[config.mk]
export PLATFORM = sky130hd
export DESIGN_NAME = bit_cldiv_flat
export DESIGN_NICKNAME = d
export VERILOG_FILES = /design/src/rtl/bit_cldiv_if.sv /design/src/rtl/bit_cldiv.sv /design/src/flat_wrapper.sv
export SDC_FILE = /design/constraint.sdc
export NUM_CORES = 1
export LEC_CHECK = 0
export BUFFER_PORTS_ARGS = -buffer_cell sky130_fd_sc_hd__buf_2
export CAP_MARGIN = 10
export CORE_MARGIN = 1.5
export CORE_UTILIZATION = 45
export DETAILED_ROUTE_END_ITERATION = 16
export PLACE_DENSITY_LB_ADDON = 0.1
export REMOVE_ABC_BUFFERS = 1
export SKIP_LAST_GASP = 1
export SLEW_MARGIN = 20
export SYNTH_ARGS = -nofsm -noshare
export SYNTH_HDL_FRONTEND = slang
export SYNTH_SLANG_ARGS = --single-unit
[constraint.sdc]
create_clock -name clk -period 2.9 [get_ports clk]
set_clock_uncertainty 0.2 [all_clocks]
set_input_delay 0.58 -clock clk [delete_from_list [all_inputs] [get_ports clk]]
set_output_delay 0.58 -clock clk [all_outputs]
set_load 0.01 [all_outputs]
[src/rtl/bit_cldiv_if.sv]
// Handshake bundle between the execute stage and the carry-less divider.
// It uses the same enable/op/rdata -> result/ready shape as the carry-less multiplier.
interface bit_cldiv_if #(
  parameter int XLEN = 32
);
  logic            enable;
  logic            op_cldiv;
  logic            op_clrem;
  logic [XLEN-1:0] rdata1;
  logic [XLEN-1:0] rdata2;
  logic [XLEN-1:0] result;
  logic            ready;

  modport master (
    output enable, op_cldiv, op_clrem, rdata1, rdata2,
    input  result, ready
  );

  modport slave (
    input  enable, op_cldiv, op_clrem, rdata1, rdata2,
    output result, ready
  );
endinterface

[src/rtl/bit_cldiv.sv]
// Bit-serial, MSB-first carry-less (GF(2)) long divider.
// It returns the quotient or the remainder and pulses ready for one cycle.
module bit_cldiv #(
  parameter int XLEN = 32
) (
  input  logic        clk,
  input  logic        rst,
  bit_cldiv_if.slave  bus
);
  localparam int CW = $clog2(XLEN);

  typedef enum logic [1:0] {IDLE, DIV, DONE} state_e;

  state_e          state_q;
  logic [CW-1:0]   cnt_q;
  logic [CW-1:0]   deg_q;
  logic [CW-1:0]   deg_d;
  logic [XLEN-1:0] dvd_q;
  logic [XLEN-1:0] dvs_q;
  logic [XLEN-1:0] quot_q;
  logic [XLEN-1:0] quot_d;
  logic [XLEN-1:0] rem_q;
  logic [XLEN-1:0] rem_d;
  logic [XLEN-1:0] shift_d;
  logic [XLEN-1:0] result_q;
  logic            opdiv_q;
  logic            ready_q;

  // The divisor degree is the highest set bit; the remainder never reaches it, so the shift is lossless.
  always_comb begin
    deg_d = '0;
    for (int i = 0; i < XLEN; i++) begin
      if (bus.rdata2[i]) deg_d = i[CW-1:0];
    end
    shift_d = {rem_q[XLEN-2:0], dvd_q[cnt_q]};
    if (shift_d[deg_q]) begin
      rem_d  = shift_d ^ dvs_q;
      quot_d = {quot_q[XLEN-2:0], 1'b1};
    end else begin
      rem_d  = shift_d;
      quot_d = {quot_q[XLEN-2:0], 1'b0};
    end
  end

  always_ff @(posedge clk or negedge rst) begin
    if (!rst) begin
      state_q  <= IDLE;
      cnt_q    <= '0;
      deg_q    <= '0;
      dvd_q    <= '0;
      dvs_q    <= '0;
      quot_q   <= '0;
      rem_q    <= '0;
      result_q <= '0;
      opdiv_q  <= 1'b0;
      ready_q  <= 1'b0;
    end else begin
      case (state_q)
        IDLE: begin
          ready_q <= 1'b0;
          if (bus.enable && (bus.op_cldiv || bus.op_clrem)) begin
            dvd_q   <= bus.rdata1;
            dvs_q   <= bus.rdata2;
            opdiv_q <= bus.op_cldiv;
            deg_q   <= deg_d;
            cnt_q   <= CW'(XLEN - 1);
            if (bus.rdata2 != '0) begin
              quot_q  <= '0;
              rem_q   <= '0;
              state_q <= DIV;
            end else begin
              // A zero divisor skips the iteration: the quotient is all-ones and the remainder is the dividend.
              quot_q   <= '1;
              rem_q    <= bus.rdata1;
              result_q <= bus.op_cldiv ? '1 : bus.rdata1;
              ready_q  <= 1'b1;
              state_q  <= DONE;
            end
          end
        end
        DIV: begin
          quot_q <= quot_d;
          rem_q  <= rem_d;
          if (cnt_q == '0) begin
            result_q <= opdiv_q ? quot_d : rem_d;
            ready_q  <= 1'b1;
            state_q  <= DONE;
          end else begin
            cnt_q <= cnt_q - 1'b1;
          end
        end
        DONE: begin
          ready_q <= 1'b0;
          state_q <= IDLE;
        end
        default: state_q <= IDLE;
      endcase
    end
  end

  assign bus.result = result_q;
  assign bus.ready  = ready_q;
endmodule

[src/flat_wrapper.sv]
// flat-port wrapper written by rule: the top's interface ports become plain ports
module bit_cldiv_flat 
#(
  parameter int XLEN = 32
)
  (clk, rst, bus_enable, bus_op_cldiv, bus_op_clrem, bus_rdata1, bus_rdata2, bus_result, bus_ready);
  bit_cldiv_if #(.XLEN(XLEN)) bus_i ();
  input  logic clk;
  input  logic rst;
  input wire logic [$bits(bus_i.enable)-1:0] bus_enable;
  input wire logic [$bits(bus_i.op_cldiv)-1:0] bus_op_cldiv;
  input wire logic [$bits(bus_i.op_clrem)-1:0] bus_op_clrem;
  input wire logic [$bits(bus_i.rdata1)-1:0] bus_rdata1;
  input wire logic [$bits(bus_i.rdata2)-1:0] bus_rdata2;
  output wire logic [$bits(bus_i.result)-1:0] bus_result;
  output wire logic [$bits(bus_i.ready)-1:0] bus_ready;
  assign bus_i.enable = bus_enable;
  assign bus_i.op_cldiv = bus_op_cldiv;
  assign bus_i.op_clrem = bus_op_clrem;
  assign bus_i.rdata1 = bus_rdata1;
  assign bus_i.rdata2 = bus_rdata2;
  assign bus_result = bus_i.result;
  assign bus_ready = bus_i.ready;
  bit_cldiv #(.XLEN(XLEN)) u_core (.clk(clk), .rst(rst), .bus(bus_i));
endmodule
After elaboration in Yosys (flattened, before gate mapping)
Cells that the tools add are included.

Word-level logic and storage cells: 93. Register bits after elaboration: 172. Output and inout bits: 33.

Reduce and logical (&&, ||, !) cells: 13. $lt $le $gt $ge: 2. Eq/ne operators: 6. Add/subtract/negate cells: 1. Muxes and demuxes: 60. Bitwise logic cells: 1.

Operator list (count): $mux W32 (6); $mux W5 (32); $mux W31 (4); $pmux W31 S2 (2); $pmux W32 S2 (1); $reduce_bool A32 Y1 (1); $xor A32 B32 Y32 (1); $lt A5 B6 Y1 const B (2); $bmux W1 S5 (2); $pmux W5 S2 (1); $reduce_and A2 Y1 (4); $mux W1 (7); $mux W2 (3); $logic_not A5 Y1 (1); $sub A5 B1 Y5 const B (1); $ne A2 B1 Y1 const B (2); $ne A2 B2 Y1 const B (2); $pmux W2 S2 (1); $reduce_and A4 Y1 (1); $pmux W1 S3 (1); $reduce_and A3 Y1 (1); $reduce_bool A3 Y1 (1); $eq A2 B1 Y1 const B (1); $eq A2 B2 Y1 const B (1); other kinds (4) (4).

Longest topological paths before layout
Gate-level depths: netlist of the first run.

Depth after elaboration: 31. Gate-level depth with buffers: 11.

Worst setup path before layout of the first run
No wires, ideal clock.

Kind: input-to-reg. Start: in bus_rdata2[9]. End: reg u_core.result_q[9], in the netlist u_core.bus.result[9]. Arrival: 2.553 ns. Setup time: 0.080 ns. Cell stages on the path: 10. Path buffers: 2. Path slack: 0.067 ns. Required time: 2.620 ns. Cell sequence: or4_1 > nand2b_4 > nor4_4 > nand2_2 > a211oi_2 > and2_1 > buf_4 > buf_6 > a22oi_2 > o211ai_2.

Word-level cells in the longest chain between the ends: 3.

RTL lines: from (decl) (line flat_wrapper.sv:14) `input wire logic [$bits(bus_i.rdata2)-1:0] bus_rdata2;`; $reduce_bool A32 Y1 (line bit_cldiv.sv:67) `if (bus.rdata2 != '0) begin`; $ne A2 B2 Y1 (no source line); $reduce_and A4 Y1 (no source line); to (signal assigned) (line bit_cldiv.sv:75) `result_q <= bus.op_cldiv ? '1 : bus.rdata1;`; to (signal assigned) (line bit_cldiv.sv:85) `result_q <= opdiv_q ? quot_d : rem_d;`; to (decl) (line bit_cldiv.sv:25) `logic [XLEN-1:0] result_q;`.

Every way passes these cells. A chain may end at the register's enable or synchronous reset.

Worst setup path in the final report of the first run
Start: reg u_core.cnt_q[1]. End: reg u_core.rem_q[5].

Word-level cells in the longest chain between the ends: 6.

RTL lines: from (decl) (line bit_cldiv.sv:15) `logic [CW-1:0] cnt_q;`; from (signal assigned) (line bit_cldiv.sv:66) `cnt_q <= CW'(XLEN - 1);`; from (signal assigned) (line bit_cldiv.sv:89) `cnt_q <= cnt_q - 1'b1;`; $bmux W1 S5 (line bit_cldiv.sv:35) `shift_d = {rem_q[XLEN-2:0], dvd_q[cnt_q]};`; $mux W1 (implied by the code) (line bit_cldiv.sv:35); $bmux W1 S5 (line bit_cldiv.sv:36) `if (shift_d[deg_q]) begin`; $mux W1 (implied by the code) (line bit_cldiv.sv:36); $mux W32 (line bit_cldiv.sv:36); $pmux W31 S2 (line bit_cldiv.sv:58) `case (state_q)`; to (signal assigned) (line bit_cldiv.sv:74) `rem_q <= bus.rdata1;`; to (signal assigned) (line bit_cldiv.sv:83) `rem_q <= rem_d;`; to (decl) (line bit_cldiv.sv:22) `logic [XLEN-1:0] rem_q;`.

Every way passes these cells. The select of a mux whose other input is x is not followed.

==> out/metrics.yaml, run 1 <==
cts_buffers: 17
max-slew-margin-rel_pct: 43.1
fin_tns_setup_ns: 0
track_usage_pct: 30.1
grt_pass1_wl_mm: 45.8
p_int_mw: 5.61
first_iter_violations: 727
period_needed_ns: 2.84
stdcell_count: 1397
cts_tree: "yes"
reg2reg_to: "u_core.rem_q[5]$_DFFE_PN0P_"
clock_sink_count: 172
start_util_pct: 45.9
slowest_delay_ns: 0.45
path_class: "flip-flop to flip-flop"
max_slew.worst_pin.slew_ns: 0.854
async_flop_share_pct: 100
rows: 51
placed_cells: 1360
crit_family: "compound AO/OA/AOI/OAI gates"
viasPerCell: 5.71
antennaDiodeCount: 0
worstReg2RegStart: "u_core.cnt_q[1]$_DFFE_PN0P_"
avgSynthCellArea_sq_um: 9.15
pin_count: 102
hp-class: "primary input to flip-flop"
hold_path_startpoint: "bus_rdata2[2]"
final_common_cell: "nand2_1"
clk_path_buf_depth: 2
die_h_um: 144
rsz0062_at_grt: "no"
p_seq_share_pct: 39.3
combPwrFrac_pct: 37.7
min_to: "u_core.dvs_q[2]$_DFFE_PN0P_"
ys_seq_area_share_pct: 48.2
cts_max_level: 4
total_leakage_power_nw: 5.13
stdcell_area_sq_mm: 0.0110
synth_cell_types: 53
nFillCells: 1791
postPlaceCellArea_sq_mm: 0.0104
period_share_pct: 97.9
endpoint_kind: "flip-flop"
io_buffers: 101
finalHoldViolCount: 0
crit_chain: "buf_4, mux4_2, nand3b_1, a41o_1, a21oi_4, buf_6, nand2_1, xor2_1, a221oi_1"
path_buf_inv: 2
cp.arrival_ns: 2.98
fin_nets: 1193
synthesis.area_sq_mm: 0.00894
start_kind: "flip-flop"
dieArea_sq_mm: 0.0207
max_freq_mhz: 352
netSwitchingFraction_pct: 40.3
setup_viol_count_final: 0
antenna_found_initial: 1
fp.coreArea_sq_mm: 0.0195
netlist_instances: 977
gp_congestion: 0.852
ys_ff_latch: 172
r2r_slack_ns: 0.06
crit_fanout: 11
critPathSlowestCell: "dfrtp_1"
dp_hpwl_mm: 20.7
cts_root_buffer: "clkbuf_16"
drv_slew: 0
power_frac_clock_pct: 23.0
wl_per_cell_um: 21.2
via_count: 7978
die_w_um: 144
route.detailed.drc: 0
p_sw_mw: 3.78
hold_slack_ns: 0.152
maxCapViolCount: 0
grt_max_degree: 75
worstPathRequired_ns: 3.04
grt_pass1_vias: 7636
clk_latency_ns: 0.45
yosys_warnings: 0
status: "finished clean"
ant_nets: 0
final_cell_mix: "nand2_1 (283), dfrtp_1 (169), o21ai_0 (102), buf_2 (100), buf_4 (81)"
r2r_cells: 9
drive_above_1_share_pct: 27.1
synthToLayoutAreaGrowth_pct: 22.8
grt_overflow_total: 0
power.density_mw_per_mm2: 856
irDropWorstVdd_uv: 492
drt_wl_total_mm: 29.7
synthFlopType: "dfrtp_1"
first_pass_iters: 5
synth_edf_count: 0
hold_depth: 3
path_clk_slew_ns: 0.07
[worst min-delay path: cells and delay by family]
family                 cells  cell delay, ns
and+or+nand+nor            2            0.10
buffers and inverters      1            0.10
[what timing repair did]
item                                    4_1_cts  5_1_grt
pin swaps                                     1        2
buffers inserted                              3        1
hold buffers                                  1        0
endpoints found under the setup margin       62       57
hold endpoints to repair                     50        0
resized for setup                             3        6
[through the flow]
stage                     util, %  power, mW  setup WS [ns]
after floorplan                 -       5.67          -2.26
after global placement       53.2       7.12         -0.521
after detailed placement     53.2       7.18         -0.525
after CTS                    56.2       9.36         0.0159
after global routing         56.4       9.94         0.0119
final                        56.4       9.40         0.0602
[layer usage]
metal | part of all wire [%] | vias up | global-route usage, % | wire (um)
li1 | - | 3701 | - | -
met1 | 46 | 3954 | 43.4 | 13600
met2 | 46 | 288 | 46.1 | 13700
met3 | 6.0 | 35 | 5.63 | 1780
met4 | 2.0 | 0 | 8.75 | 586
met5 | 0 | - | 0 | 0
[cells by family after synthesis]
kind of cell,after synthesis,synth area share [%]
muxes,22,4.45
and+or+nand+nor,359,16.5
DFF,172,48.2
xor gates and xnor gates,32,3.14
buffers and inverters,89,4.28
AOI/OAI and AO/OA,298,22.8
adders and majority gates,5,0.700
[layout make-up]
type / instances / area, sq um / area share [%]
repair buffers: 199 / 1440 / 13.1
inverters: 13 / 48.8 / 0.444
well taps: 265 / 332 / 3.02
clock inverters: 11 / 86.3 / 0.786
flip-flops and latches: 172 / 4310 / 39.2
clock buffers: 21 / 450 / 4.10
multi-input cells: 716 / 4310 / 39.3
[flip-flops by register name (all words and copies together), names as in the netlist]
signal and cells:
u_core.bus.ready 1, u_core.bus.result 32, u_core.cnt_q 5, u_core.deg_q 5, u_core.dvd_q 32, u_core.dvs_q 32, u_core.opdiv_q 1, u_core.quot_q 31
u_core.rem_q 31, u_core.state_q 2
[worst max-delay path by stage]
stage | start | to | slack, ns | cells past startpoint
4_1_cts | u_core.deg_q[0]$_DFFE_PN0P_ | u_core.rem_q[6]$_DFFE_PN0P_ | 0.02 | 10
3_3_place_gp | bus_rdata2[17] | u_core.bus.result[25]$_DFFE_PN0P_ | -0.52 | 11
2_1_floorplan | bus_op_clrem | u_core.quot_q[0]$_DFFE_PN0P_ | -2.26 | 4
5_1_grt | u_core.cnt_q[1]$_DFFE_PN0P_ | u_core.rem_q[27]$_DFFE_PN0P_ | 0.01 | 10
3_5_place_dp | bus_rdata2[17] | u_core.bus.result[25]$_DFFE_PN0P_ | -0.52 | 11
6_report | u_core.cnt_q[1]$_DFFE_PN0P_ | u_core.rem_q[5]$_DFFE_PN0P_ | 0.06 | 9
[synthesized netlist by cell type (4+ instances only)]
cell | n | share of area, %
nand3b_1 | 4 | 0.34
o22ai_1 | 7 | 0.49
a21oi_1 | 76 | 4.3
mux4_2 | 14 | 3.5
mux2i_1 | 6 | 0.67
a31o_2 | 4 | 0.39
o211ai_2 | 19 | 2.7
nand3_1 | 12 | 0.67
inv_1 | 13 | 0.55
xor2_1 | 31 | 3.0
buf_2 | 18 | 1.0
ha_1 | 5 | 0.70
nor4_1 | 9 | 0.63
dfrtp_1 | 172 | 48
nor3_1 | 6 | 0.34
a22oi_2 | 19 | 2.7
nand2_1 | 286 | 12
o21a_1 | 5 | 0.42
nor2_1 | 27 | 1.1
o21ai_0 | 102 | 5.7
a221oi_1 | 13 | 1.3
o2111ai_1 | 11 | 1.1
a22oi_1 | 20 | 1.7
clkbuf_1 | 51 | 2.1
[power groups by stage]
stage / Combinational, mW / Sequential (mW) / Clock [mW]
after detailed placement: 3.47 / 3.71 / 0
after global placement: 3.41 / 3.71 / 0
after CTS: 3.50 / 3.68 / 2.19
after global routing: 3.87 / 3.77 / 2.30
after floorplan: 2.16 / 3.51 / 0
final: 3.55 / 3.69 / 2.16
(Power assumes the default switching activity.)
==> run 2: changes to the inputs <==
--- a/config.mk
+++ b/config.mk
@@ -6,4 +6,5 @@
 export NUM_CORES = 1
 export LEC_CHECK = 0
+export ABC_CLOCK_PERIOD_IN_PS = 2900
 export BUFFER_PORTS_ARGS = -buffer_cell sky130_fd_sc_hd__buf_2
 export CAP_MARGIN = 10
==> constraint.sdc (replaced) <==
create_clock -name clk -period 2.9 [get_ports clk]
set_clock_uncertainty 0.2 [all_clocks]
set_input_delay 0.29 -clock clk [delete_from_list [all_inputs] [get_ports clk]]
set_output_delay 0.29 -clock clk [all_outputs]
set_load 0.01 [all_outputs]
==> run 2 against run 1 <==
  * Sequential share of layout area shrank 1.6 points
  * Clock-buffer cell count shrank 3
  * Via count grew 2.4%
  * Cell area grew 4.3%
  * Flip-flop and latch count is the same
  * Maximum frequency grew 2.2%
  * Combinational power is essentially flat
  * Non-clock buffer count grew 37
  * First-iteration DRC count grew 2.3%
  * Sequential power is essentially flat
  * Register-to-register slack gained 0.06 ns
  * Largest power group unchanged
==> out/metrics.yaml, run 2 (synthesized netlist as in run 1, its figures left out) <==
max_freq_mhz: 360  # +2.2%
irDropWorstVdd_uv: 494  # +0.51%
final_cell_mix: "nand2_1 (282), dfrtp_1 (171), o21ai_0 (102), buf_2 (100), a21oi_1 (76)"
antennaDiodeCount: 0  # unchanged
clk_path_buf_depth: 2  # unchanged
first_pass_iters: 5  # unchanged
max-slew-margin-rel_pct: 54.3  # +11 points
antenna_found_initial: 0  # -1
track_usage_pct: 30.2  # +0.067 points
max_slew.worst_pin.slew_ns: 0.686  # -0.168 ns
ant_nets: 0  # unchanged
grt_pass1_wl_mm: 46.3  # +1.2%
fin_tns_setup_ns: 0  # unchanged
crit_fanout: 21  # +10
path_class: "flip-flop to flip-flop"
drt_wl_total_mm: 29.8  # +0.54%
cts_max_level: 4  # unchanged
start_kind: "flip-flop"
final-seq-area_sq_mm: 0.00431  # about the same
gp_congestion: 0.838  # -1.7%
synthToLayoutAreaGrowth_pct: 28.1
viasPerCell: 5.70  # -0.22%
pin_count: 102  # unchanged
slowest_delay_ns: 0.52  # +0.07 ns
route.detailed.drc: 0  # unchanged
dieArea_sq_mm: 0.0207  # unchanged
wl_per_cell_um: 20.8  # -2.1%
first_iter_violations: 744  # +2.3%
grt_overflow_total: 0  # unchanged
power.density_mw_per_mm2: 835  # -2.5%
period_share_pct: 95.8  # -2.1 points
multiInputGateArea_sq_mm: 0.00433  # +0.29%
rows: 51  # unchanged
worstPathRequired_ns: 3.00  # -0.04 ns
hp-class: "primary input to flip-flop"
die_h_um: 144  # unchanged
path_buf_inv: 1  # -1
io_buffers: 101  # unchanged
fp.coreArea_sq_mm: 0.0195  # unchanged
nFillCells: 1790  # -0.056%
finalHoldViolCount: 0  # unchanged
crit_chain: "mux4_2, mux2_2, o22ai_1, a41o_1, a21oi_4, buf_12, nand2_1, xor2_1, o2111ai_1"
dp_hpwl_mm: 20.1  # -3.0%
endpoint_kind: "flip-flop"
clock_sink_count: 172  # unchanged
cts_buffers: 17  # unchanged
clk_latency_ns: 0.43  # -0.02 ns
crit_family: "multiplexers"
start_util_pct: 45.9  # unchanged
cp.arrival_ns: 2.87  # -0.11 ns
drv_slew: 0  # unchanged
utilization_pct: 58.8  # +2.4 points
fin_nets: 1230  # +3.1%
cts_root_buffer: "clkbuf_16"
path_clk_slew_ns: 0.07  # about the same
setup_viol_count_final: 0  # unchanged
total_leakage_power_nw: 5.29  # +3.1%
status: "finished clean"
period_needed_ns: 2.78  # -0.0616 ns
via_count: 8171  # +2.4%
maxCapViolCount: 0  # unchanged
drive_above_1_share_pct: 24.6  # -2.5 points
final_common_cell: "nand2_1"
die_w_um: 144  # unchanged
grt_pass1_vias: 7959  # +4.2%
cts_tree: "yes"
critPathSlowestCell: "mux4_2"
grt_max_degree: 69  # -8.0%
-- run 2: changes by cell type in the layout (fill, tap and decap cells not counted), sizes merged --
cell	previous run	this run
dlygate4sd3	1	62
buf	198	174
clkbuf	21	18
bufinv	0	2
inv	17	19
clkinvlp	4	3
-- run 2: power by group --
group | switching, mW | internal, mW | total (mW)
Combinational | 2.07 | 1.45 | 3.52
Clock | 1.06 | 1.29 | 2.35
Sequential | 0.631 | 3.05 | 3.68
-- run 2: path summary, 6_finish.rpt --
| kind | startpoint | end | slack (ns) | cells after the start |
|---|---|---|---|---|
| hold reg to reg | u_core.dvd_q[10]$_DFFE_PN0P_ | u_core.dvd_q[10]$_DFFE_PN0P_ | 0.27 | 2 |
| min in group asynchronous | rst | u_core.bus.ready$_DFFE_PN0P_ | 0.24 | 2 |
| setup reg to reg | u_core.cnt_q[0]$_DFFE_PN0P_ | u_core.bus.result[25]$_DFFE_PN0P_ | 0.12 | 9 |
| max in group asynchronous | rst | u_core.bus.result[26]$_DFFE_PN0P_ | 1.42 | 3 |
| setup / recovery | u_core.cnt_q[0]$_DFFE_PN0P_ | u_core.bus.result[25]$_DFFE_PN0P_ | 0.12 | 9 |
| hold / removal | bus_rdata2[21] | u_core.dvs_q[21]$_DFFE_PN0P_ | 0.03 | 3 |
-- run 2: repair_timing --
action	in CTS	in global routing
endpoints found under the hold margin	172	0
hold buffers	62	0
setup buffers	0	4
setup endpoints to repair	0	88
resized for setup	0	11
-- run 2: through the flow --
step           instance area (sq um)  hold WS, ns  cells  power, mW  worst slack, ns
2_1_floorplan                   8600       -0.206    901       5.67            -2.14
3_3_place_gp                   10100        0.148   1336       7.07           0.0131
3_5_place_dp                   10100        0.152   1336       7.11         -0.00334
4_1_cts                        11300      0.00629   1430       9.54           0.0147
5_1_grt                        11400       0.0171   1434       10.1          -0.0182
6_report                       11400       0.0342   1434       9.55            0.122
-- run 2: layer usage --
| metal | part of all wire, % | global-route usage (%) | vias up |
|---|---|---|---|
| met5 | 0 | 0 | - |
| met2 | 47 | 47.4 | 330 |
| li1 | - | - | 3790 |
| met3 | 6.4 | 6.06 | 45 |
| met4 | 2.5 | 10.4 | 0 |
| met1 | 44 | 41.6 | 4006 |
-- run 2: area by class of cell --
type,count,area share (%)
tap,265,2.90
sequential,172,37.6
timing repair buffer,236,16.1
multi-input combinational,716,37.8
inverter,13,0.426
clock buffer,18,3.75
clock inverter,14,1.39
-- run 2: tightest hold or removal path, delay by kind of cell --
kind / cells / cell delay [ns]
compound gates: 1 / 0.10
buf+inv: 2 / 0.22
==> run 3: changes to the inputs <==
SETUP_SLACK_MARGIN = 0.4   (was not set)
==> run 3 against run 2 <==
  * Critical path depth unchanged
  * Sequential share of layout area decreased by 1.9 points
  * Clock power about the same
  * Maximum frequency increased by 1.3%
  * Combinational power increased by 20%
  * Register-to-register slack improved by 0.04 ns
  * Flip-flop and latch count unchanged
  * Worst setup slack improved by 0.037 ns
  * Critical path type unchanged
  * Critical endpoint is now u_core.bus.result[24]$_DFFE_PN0P_
  * Largest power group is now combinational cells
==> out/metrics.yaml, run 3 (synthesized netlist as in run 1, its figures left out) <==
reg2reg_to: "u_core.bus.result[24]$_DFFE_PN0P_"
cts_max_level: 4  # unchanged
via_count: 8322  # +1.8%
grt_max_degree: 69  # unchanged
total_leakage_power_nw: 5.49  # +3.9%
period_share_pct: 94.5  # -1.3 points
start_kind: "flip-flop"
grt_pass1_vias: 7996  # +0.46%
irDropWorstVdd_uv: 491  # -0.70%
fin_ws_ns: 0.159  # +0.0369 ns
clk_path_buf_depth: 2  # unchanged
rows: 51  # unchanged
antenna_found_initial: 0  # unchanged
path_class: "flip-flop to flip-flop"
min_to: "u_core.dvs_q[7]$_DFFE_PN0P_"
setup_viol_count_final: 0  # unchanged
dieArea_sq_mm: 0.0207  # unchanged
dp_hpwl_mm: 20.1  # unchanged
die_w_um: 144  # unchanged
max_slew.worst_pin.slew_ns: 0.690  # +0.00493 ns
cts_root_buffer: "clkbuf_16"
wl_per_cell_um: 21.7  # +4.3%
max-slew-margin-rel_pct: 54.0  # -0.33 points
worstReg2RegStart: "u_core.cnt_q[0]$_DFFE_PN0P_"
route.detailed.drc: 0  # unchanged
fin_nets: 1236  # +0.49%
hp-class: "primary input to flip-flop"
clock_sink_count: 172  # unchanged
first_iter_violations: 739  # -0.67%
die_h_um: 144  # unchanged
cts_tree: "yes"
viasPerCell: 5.78  # +1.4%
pin_count: 102  # unchanged
clk_latency_ns: 0.43  # about the same
r2r_cells: 9  # unchanged
cts_buffers: 17  # unchanged
start_util_pct: 45.9  # unchanged
ant_nets: 0  # unchanged
stdcell_area_sq_mm: 0.0121  # +5.4%
track_usage_pct: 30.5  # +0.33 points
period_needed_ns: 2.74  # -0.0369 ns
max_freq_mhz: 365  # +1.3%
rsz0062_at_grt: "yes"
gp_congestion: 0.838  # unchanged
endpoint_kind: "flip-flop"
final_common_cell: "nand2_1"
fp.coreArea_sq_mm: 0.0195  # unchanged
crit_fanout: 5  # -76%
io_buffers: 101  # unchanged
power_mw: 10.4  # +9.1%
drive_above_1_share_pct: 31.7  # +7.0 points
power.density_mw_per_mm2: 864  # +3.5%
r2r_slack_ns: 0.16  # +0.04 ns
grt_overflow_total: 0  # unchanged
hold_path_startpoint: "bus_rdata2[7]"
finalHoldViolCount: 0  # unchanged
hold_slack_ns: 0.0115  # -0.0227 ns
synthToLayoutAreaGrowth_pct: 35.0
path_clk_slew_ns: 0.07  # about the same
placed_cells: 1336  # unchanged
first_pass_iters: 5  # unchanged
grt_pass1_wl_mm: 46.6  # +0.60%
postPlaceCellArea_sq_mm: 0.0101  # unchanged
stdcell_count: 1440  # +0.42%
antennaDiodeCount: 0  # unchanged
drv_slew: 0  # unchanged
hold_depth: 3  # unchanged
nFillCells: 1711  # -4.4%
maxCapViolCount: 0  # unchanged
status: "finished clean"
pre_cts_slack_ns: -0.00334  # unchanged
cp.arrival_ns: 2.84  # -0.03 ns
worstPathRequired_ns: 3.00  # about the same
final_cell_mix: "nand2_1 (260), dfrtp_1 (165), buf_2 (100), o21ai_0 (83), a21oi_1 (75)"
drt_wl_total_mm: 31.2  # +4.7%
[run 3: how the worst max path moves through the flow]
stage	from	end	slack (ns)
after global routing	u_core.cnt_q[1]$_DFFE_PN0P_	u_core.rem_q[16]$_DFFE_PN0P_	0.06
after floorplan	u_core.state_q[0]$_DFFE_PN0P_	u_core.quot_q[0]$_DFFE_PN0P_	-2.14
after CTS	u_core.cnt_q[0]$_DFFE_PN0P_	u_core.bus.result[26]$_DFFE_PN0P_	0.19
after detailed placement	bus_rdata2[9]	u_core.bus.result[18]$_DFFE_PN0P_	-0.003
after global placement	bus_rdata2[9]	u_core.bus.result[24]$_DFFE_PN0P_	0.01
final	u_core.cnt_q[0]$_DFFE_PN0P_	u_core.bus.result[24]$_DFFE_PN0P_	0.16
[run 3: power breakdown]
part	switching (mW)	leakage, nW	internal, mW	total [mW]
Sequential	0.756	2.23	3.06	3.81
Clock	1.07	0.282	1.29	2.36
Combinational	2.42	2.98	1.83	4.24
Total	4.24	5.49	6.18	10.4
[run 3: layer usage]
metal,part of all wire (%),GRT usage (%)
met5,0,0
met4,2.7,10.9
met3,7.0,6.70
met2,47,47.8
met1,43,41.6
[run 3: area by class of cell]
| type | count | area, sq um | share of cell area, % |
|---|---|---|---|
| multi-input cells | 716 | 4810 | 39.9 |
| flip-flops and latches | 172 | 4310 | 35.7 |
| repair buffers | 242 | 1970 | 16.4 |
| clock buffers | 18 | 429 | 3.56 |
| well taps | 265 | 332 | 2.75 |
| clock inverters | 14 | 159 | 1.32 |
| inverters | 13 | 48.8 | 0.404 |
[run 3: metrics by stage]
stage,util (%),setup TNS [ns]
floorplan,-,-154.11
global placement,52.1,0
detailed placement,52.1,-0.00423
CTS,59.6,0
global route,62.0,0
finish,62.0,0
[run 3: critical path, cell delays in order, from the launching register on]
cell and delay, ns:
dfrtp_2 0.47, mux4_2 0.51, mux2_4 0.31, o22ai_4 0.16, a41o_1 0.20, a21oi_4 0.14, clkbuf_16 0.19, nand2_2 0.09
xor2_2 0.20, o2111ai_2 0.13
[run 3: what timing repair did]
| action | CTS | global route |
|---|---|---|
| buffers inserted | 0 | 5 |
| gates resized for setup | 42 | 82 |
| hold buffers | 62 | 0 |
| endpoints found under the hold margin | 172 | 0 |
| pin swaps | 1 | 16 |
| gates cloned | 1 | 4 |
| endpoints found under the setup margin | 69 | 95 |
